File: src/rtl/attack_map_collect.sv
`default_nettype none
// ============================================================================
// Module  : attack_map_collect
// Brief   : Collects 64 per-square attack results into one map, derives
//           in-check and popcount, and hands the result on via valid/ready.
// Rev     : 1.0
// ============================================================================
module attack_map_collect #(
    parameter int TIMEOUT = 64,
    parameter int SQUARES = 64
) (
    input  logic               clk,
    input  logic               reset,
    input  logic               board_valid,
    input  logic [5:0]         king_sq,
    input  logic [SQUARES-1:0] attacked,
    input  logic [SQUARES-1:0] attacked_valid,
    output logic [SQUARES-1:0] map,
    output logic               map_valid,
    input  logic               map_ready,
    output logic               in_check,
    output logic [6:0]         attack_count,
    output logic               busy,
    output logic               err_dup,
    output logic               err_stray,
    output logic               err_timeout,
    output logic               err_overrun
);

    localparam int CNT_W = $clog2(TIMEOUT + 1);

    localparam logic [1:0] S_IDLE    = 2'd0;
    localparam logic [1:0] S_COLLECT = 2'd1;
    localparam logic [1:0] S_HOLD    = 2'd2;

    logic [1:0]         state_q, state_d;
    logic [SQUARES-1:0] map_q, map_d;
    logic [SQUARES-1:0] seen_q, seen_d;
    logic [CNT_W-1:0]   cnt_q, cnt_d;
    logic [5:0]         king_q, king_d;
    logic               map_valid_q, map_valid_d;
    logic               in_check_q, in_check_d;
    logic [6:0]         count_q, count_d;
    logic               busy_q, busy_d;
    logic               dup_q, dup_d;
    logic               stray_q, stray_d;
    logic               tmo_q, tmo_d;
    logic               ovr_q, ovr_d;

    logic [SQUARES-1:0] w_merged_map;
    logic [SQUARES-1:0] w_merged_seen;
    logic               w_complete;
    logic               w_start;

    function automatic logic [6:0] popcount(input logic [SQUARES-1:0] v);
        logic [6:0] sum;
        sum = 7'd0;
        for (int i = 0; i < SQUARES; i++) begin
            sum = sum + {6'd0, v[i]};
        end
        return sum;
    endfunction

    assign w_merged_map  = (map_q & ~attacked_valid) | (attacked & attacked_valid);
    assign w_merged_seen = seen_q | attacked_valid;
    assign w_complete    = &w_merged_seen;
    // A new board is taken in IDLE, mid-collection (restart) or on a HOLD handshake.
    assign w_start = board_valid &&
                     ((state_q == S_IDLE) || (state_q == S_COLLECT) ||
                      ((state_q == S_HOLD) && map_ready));

    always_comb begin
        state_d     = state_q;
        map_d       = map_q;
        seen_d      = seen_q;
        cnt_d       = cnt_q;
        king_d      = king_q;
        map_valid_d = map_valid_q;
        in_check_d  = in_check_q;
        count_d     = count_q;
        dup_d       = dup_q;
        stray_d     = stray_q;
        tmo_d       = tmo_q;
        ovr_d       = ovr_q;

        case (state_q)
            S_IDLE: begin
                if (|attacked_valid) stray_d = 1'b1;
            end
            S_COLLECT: begin
                if (!board_valid) begin
                    if (|(seen_q & attacked_valid)) dup_d = 1'b1;
                    map_d  = w_merged_map;
                    seen_d = w_merged_seen;
                    cnt_d  = cnt_q + 1'b1;
                    // Completion wins over a coincident timeout.
                    if (w_complete) begin
                        state_d     = S_HOLD;
                        map_valid_d = 1'b1;
                        count_d     = popcount(w_merged_map);
                        in_check_d  = w_merged_map[king_q];
                    end else if (cnt_q == CNT_W'(TIMEOUT - 1)) begin
                        tmo_d   = 1'b1;
                        state_d = S_IDLE;
                    end
                end
            end
            S_HOLD: begin
                if (|attacked_valid) stray_d = 1'b1;
                if (map_ready) begin
                    map_valid_d = 1'b0;
                    state_d     = S_IDLE;
                end else if (board_valid) begin
                    ovr_d = 1'b1;
                end
            end
            default: begin
                state_d = S_IDLE;
            end
        endcase

        if (w_start) begin
            state_d     = S_COLLECT;
            map_d       = '0;
            seen_d      = '0;
            cnt_d       = '0;
            king_d      = king_sq;
            map_valid_d = 1'b0;
        end

        busy_d = (state_d != S_IDLE);
    end

    always_ff @(posedge clk) begin
        if (reset) begin
            state_q     <= S_IDLE;
            map_q       <= '0;
            seen_q      <= '0;
            cnt_q       <= '0;
            king_q      <= '0;
            map_valid_q <= 1'b0;
            in_check_q  <= 1'b0;
            count_q     <= '0;
            busy_q      <= 1'b0;
            dup_q       <= 1'b0;
            stray_q     <= 1'b0;
            tmo_q       <= 1'b0;
            ovr_q       <= 1'b0;
        end else begin
            state_q     <= state_d;
            map_q       <= map_d;
            seen_q      <= seen_d;
            cnt_q       <= cnt_d;
            king_q      <= king_d;
            map_valid_q <= map_valid_d;
            in_check_q  <= in_check_d;
            count_q     <= count_d;
            busy_q      <= busy_d;
            dup_q       <= dup_d;
            stray_q     <= stray_d;
            tmo_q       <= tmo_d;
            ovr_q       <= ovr_d;
        end
    end

    assign map          = map_q;
    assign map_valid    = map_valid_q;
    assign in_check     = in_check_q;
    assign attack_count = count_q;
    assign busy         = busy_q;
    assign err_dup      = dup_q;
    assign err_stray    = stray_q;
    assign err_timeout  = tmo_q;
    assign err_overrun  = ovr_q;

endmodule
`default_nettype wire

File: config.mk
export PLATFORM = sky130hd
export DESIGN_NAME = attack_map_collect
export DESIGN_NICKNAME = d
export VERILOG_FILES = /design/src/rtl/attack_map_collect.sv
export SDC_FILE = /design/constraint.sdc
export NUM_CORES = 1
export LEC_CHECK = 0
export BUFFER_PORTS_ARGS = -buffer_cell sky130_fd_sc_hd__buf_4
export CELL_PAD_IN_SITES_DETAIL_PLACEMENT = 0
export CELL_PAD_IN_SITES_GLOBAL_PLACEMENT = 1
export CORE_MARGIN = 2
export CORE_UTILIZATION = 41
export DETAILED_ROUTE_END_ITERATION = 12
export HOLD_SLACK_MARGIN = 0.03
export PLACE_DENSITY = 0.79
export SYNTH_ARGS = -nofsm -noshare
export SYNTH_HDL_FRONTEND = slang
export SYNTH_SLANG_ARGS = --single-unit
File: constraint.sdc
create_clock -name clk -period 10.6 [get_ports clk]
set_input_delay 2.12 -clock clk [delete_from_list [all_inputs] [get_ports clk]]
set_output_delay 2.12 -clock clk [all_outputs]
set_load 0.01 [all_outputs]
==> flow_metrics.env <==
export IMPL_finClkSkew_ps=10.97
export IMPL_worstPathRequired_ps=10920
export IMPL_async_flop_share=0
export IMPL_ys_ff_latch=157
export IMPL_synth_simple_area_share=0.1764
export IMPL_routed_wl_mm=34.78
export IMPL_synth_edf_count=0
export IMPL_cts_buffers=17
export IMPL_place_gp_congestion=0.9510
export IMPL_ys_types=53
export IMPL_syn_nets=1185
export IMPL_clk_pin_slew_ps=70
export IMPL_drtIter0Drc=719
export IMPL_avgSynthCellArea_sq_um=9.084
export IMPL_end_kind="flop"
export IMPL_synth_area_sq_mm=0.008875
export IMPL_rsz0062_at_grt="no"
export IMPL_viasPerCell=5.778
export IMPL_via_count=8425
export IMPL_max_cap_violations=0
export IMPL_status="finished, final reports clean"
export IMPL_globalRoute_busiestLayer="met2"
export IMPL_critPathLaunch="attacked_valid[41]"
export IMPL_yosysWarnings=0
export IMPL_synthCells=977
export IMPL_area_delta_synth_final_pct=27.34
export IMPL_clk_path_buf_depth=2
export IMPL_grt_max_degree=99
export IMPL_irDropWorstVdd_v=0.0004440
export IMPL_drive_gt1_frac=0.2511
export IMPL_path_buf_inv=3
export IMPL_grt_pass1_wl_mm=51.38
export IMPL_rows=53
export IMPL_io_pins=216
export IMPL_met2_usage=0.5007
export IMPL_synthAdderAreaFrac=0.1444
export IMPL_initial_core_util=0.4195
export IMPL_power_density_mw_per_mm2=251.4
export IMPL_fmax_mhz=126.3
export IMPL_synth_compound_area_frac=0.1555
export IMPL_dieArea_sq_mm=0.02284
export IMPL_dp_hpwl_mm=27.26
export IMPL_timing_final_crit_share=0.7472
export IMPL_core_area_sq_mm=0.02115
export IMPL_yosys_most_used_dff="dfxtp_1"
export IMPL_cts_hold_fix_buffers=0
export IMPL_h_tree_depth=4
export IMPL_max_slew_margin=0.2160
export IMPL_finalCriticalPeriod_ps=7920
export IMPL_finalHoldViolations=0
export IMPL_die_w_microns=151.1
export IMPL_antenna_cells=0
export IMPL_synth_top_family_by_area="simple AND/OR/NAND/NOR gates"
export IMPL_arrival_ps=8240
export IMPL_use_met1=0.4060
export IMPL_first_pass_iters=5
export IMPL_power_mw=2.841
export IMPL_overflow=0
export IMPL_port_buffers=215
export IMPL_root_buffer="clkbuf_16"
export IMPL_hold_class="flop to flop"
export IMPL_r2r_start="map[43]"
export IMPL_grt_pass1_vias=8251
export IMPL_setup_viol=0
export IMPL_drc=0
export IMPL_slew_viol_final=0
export IMPL_startpoint_type="input pin"
export IMPL_post_cts_resized=0
export IMPL_synthXorXnorAreaFrac=0.008882
export IMPL_path_cells="buf_4, mux2_2, fa_1, fa_1, inv_1, fa_1, fa_1, fa_1, fa_1, fa_1, inv_1, fa_1, ha_1, fa_1, a21o_1, a21oi_1, nor2b_1, o21a_1, nor3_1, nor3_1"
export IMPL_crit_path_max_incr_delay_ps=560
export IMPL_avgRoutedWirePerCell_microns=23.85
export IMPL_crit_path_top_delay_cell="fa_1"
export IMPL_finalSetupTns_ps=0
export IMPL_synth_seq_area_share=0.3542
export IMPL_grt_antenna_before_repair=0
export IMPL_dp_slack_ps=2257
export IMPL_criticalPathCategory="input pin to flop"
export IMPL_grtUsageMet3=0.07289
export IMPL_clock_latency_ps=440
export IMPL_cp_top_family="adder cells"
export IMPL_crit_fanout=5
export IMPL_synth_mux_area_frac=0.1145
export IMPL_ant_nets=0
export IMPL_post_cts_buffers=0
export IMPL_fin_nets=1378
export IMPL_cts_tree="yes"
export IMPL_min_delay_start="err_stray"
export IMPL_clock_sinks=157
export IMPL_setup_ws_ps=2680
export IMPL_die_h_microns=151.1
export IMPL_worst_slew_pin_slew_ps=1166
export IMPL_crit_path_frequent_cell="fa_1"
export IMPL_track_usage=0.3116
export IMPL_leakagePower_nw=4.922
[worst register-to-register path: stages, from the launching register on]
cell and delay, ps:
dfxtp_1 360, mux2_2 320, fa_1 500, fa_1 560, inv_1 50, fa_1 540, fa_1 450, fa_1 560
fa_1 440, fa_1 490, inv_1 50, fa_1 450, ha_1 230, fa_1 460, a21o_1 170, a21oi_1 210
nor2b_1 70, o21a_1 170, nor3_1 130, nor3_1 60
[where the power goes]
part           internal, mW  switching (mW)
Clock                 0.356           0.285
Sequential            0.605          0.0162
Combinational         0.751           0.827
[stage by stage]
stage | hold WS (ps) | cells | area [sq um] | utilization
after global routing | 521.6 | 1458 | 11300 | 0.5342
after floorplan | 450.8 | 977 | 8875 | -
after CTS | 480.9 | 1458 | 11300 | 0.5342
after global placement | 459.8 | 1426 | 10700 | 0.5058
final | 478.5 | 1458 | 11300 | 0.5342
after detailed placement | 468.8 | 1426 | 10700 | 0.5058
[per-layer routing]
| layer | routed length [microns] | vias to the layer above |
|---|---|---|
| li1 | - | 3879 |
| met1 | 14060 | 4077 |
| met2 | 16400 | 395 |
| met3 | 2933 | 74 |
| met4 | 1383 | 0 |
| met5 | 0 | - |
[kinds of logic after synthesis]
logic type,after synthesis
simple gates,342
compound gates,204
flops,157
buf+inv,107
mux,88
fa+ha+maj,70
xor+xnor,9
[final cells by class]
class | instances | area, sq um
clock inverters | 15 | 176.4
repair buffers | 219 | 1644
flip-flops and latches | 157 | 3143
clock buffers | 17 | 425.4
fillers | 1986 | 9853
well taps | 275 | 344.1
multi-input cells | 713 | 5335
inverters | 62 | 232.7
[state kept, by name, indices dropped and copies added (netlist names)]
signal	count
attack_count	7
map_valid	1
seen_q	64
err_stray	1
err_timeout	1
err_dup	1
cnt_q	7
map	64
state_q	2
king_q	6
busy	1
in_check	1
err_overrun	1
[cells in the final DEF (no fill, tap or decap), drive strengths merged, types with 2 or more instances in the layout]
master / Yosys / layout
a22o: 16 / 16
dfxtp: 157 / 157
nand2b: 3 / 3
nor2: 227 / 227
a2111oi: 2 / 2
or2: 2 / 2
nor2b: 4 / 4
nand3: 4 / 4
mux4: 9 / 9
clkbuf: 25 / 17
o21ai: 4 / 4
nor3: 26 / 26
a21o: 2 / 2
fa: 54 / 54
nor4: 41 / 41
a211oi: 52 / 52
clkinv: 0 / 4
ha: 16 / 16
bufinv: 0 / 2
inv: 62 / 70
a21oi: 77 / 77
o22ai: 20 / 20
mux2: 18 / 18
o21bai: 3 / 3
a221oi: 17 / 17
xor2: 4 / 4
buf: 20 / 219
mux2i: 61 / 61
nand4: 16 / 16
nand2: 15 / 15
xnor2: 5 / 5
[path summary, 6_finish.rpt]
check / end / cells after the start / slack [ps]
worst min register to register: err_stray / 2 / 480
worst max register to register: attack_count[6] / 19 / 4220
worst max-delay path: attack_count[6] / 20 / 2680
worst min-delay path: err_stray / 2 / 480
[Yosys cell counts (2+ instances only)]
cell type,count,area (sq um)
a211oi_1,52,390.4
nand2b_1,3,18.77
nor4_4,2,42.54
fa_1,54,1081
o21ai_0,4,20.02
nor2_1,223,837.1
a221oi_1,16,140.1
mux4_2,9,202.7
o21bai_1,3,22.52
a21oi_1,77,385.4
nor3_1,26,130.1
a22o_1,15,131.4
nand3_1,4,20.02
nor4_2,3,37.54
a2111oi_0,2,17.52
nor2b_1,4,25.02
ha_1,16,200.2
nor4_1,36,225.2
dfxtp_1,157,3143
nand2_1,14,52.55
mux2i_1,61,610.6
buf_1,13,48.80
nor2_2,4,25.02
xnor2_1,5,43.79
nand4_1,16,100.1
clkbuf_1,25,93.84
inv_1,61,229.0
mux2_2,18,202.7
o22ai_1,20,125.1
a21o_1,2,15.01
buf_2,7,35.03
xor2_1,4,35.03
No activity file was read; power rests on OpenSTA's default activity.
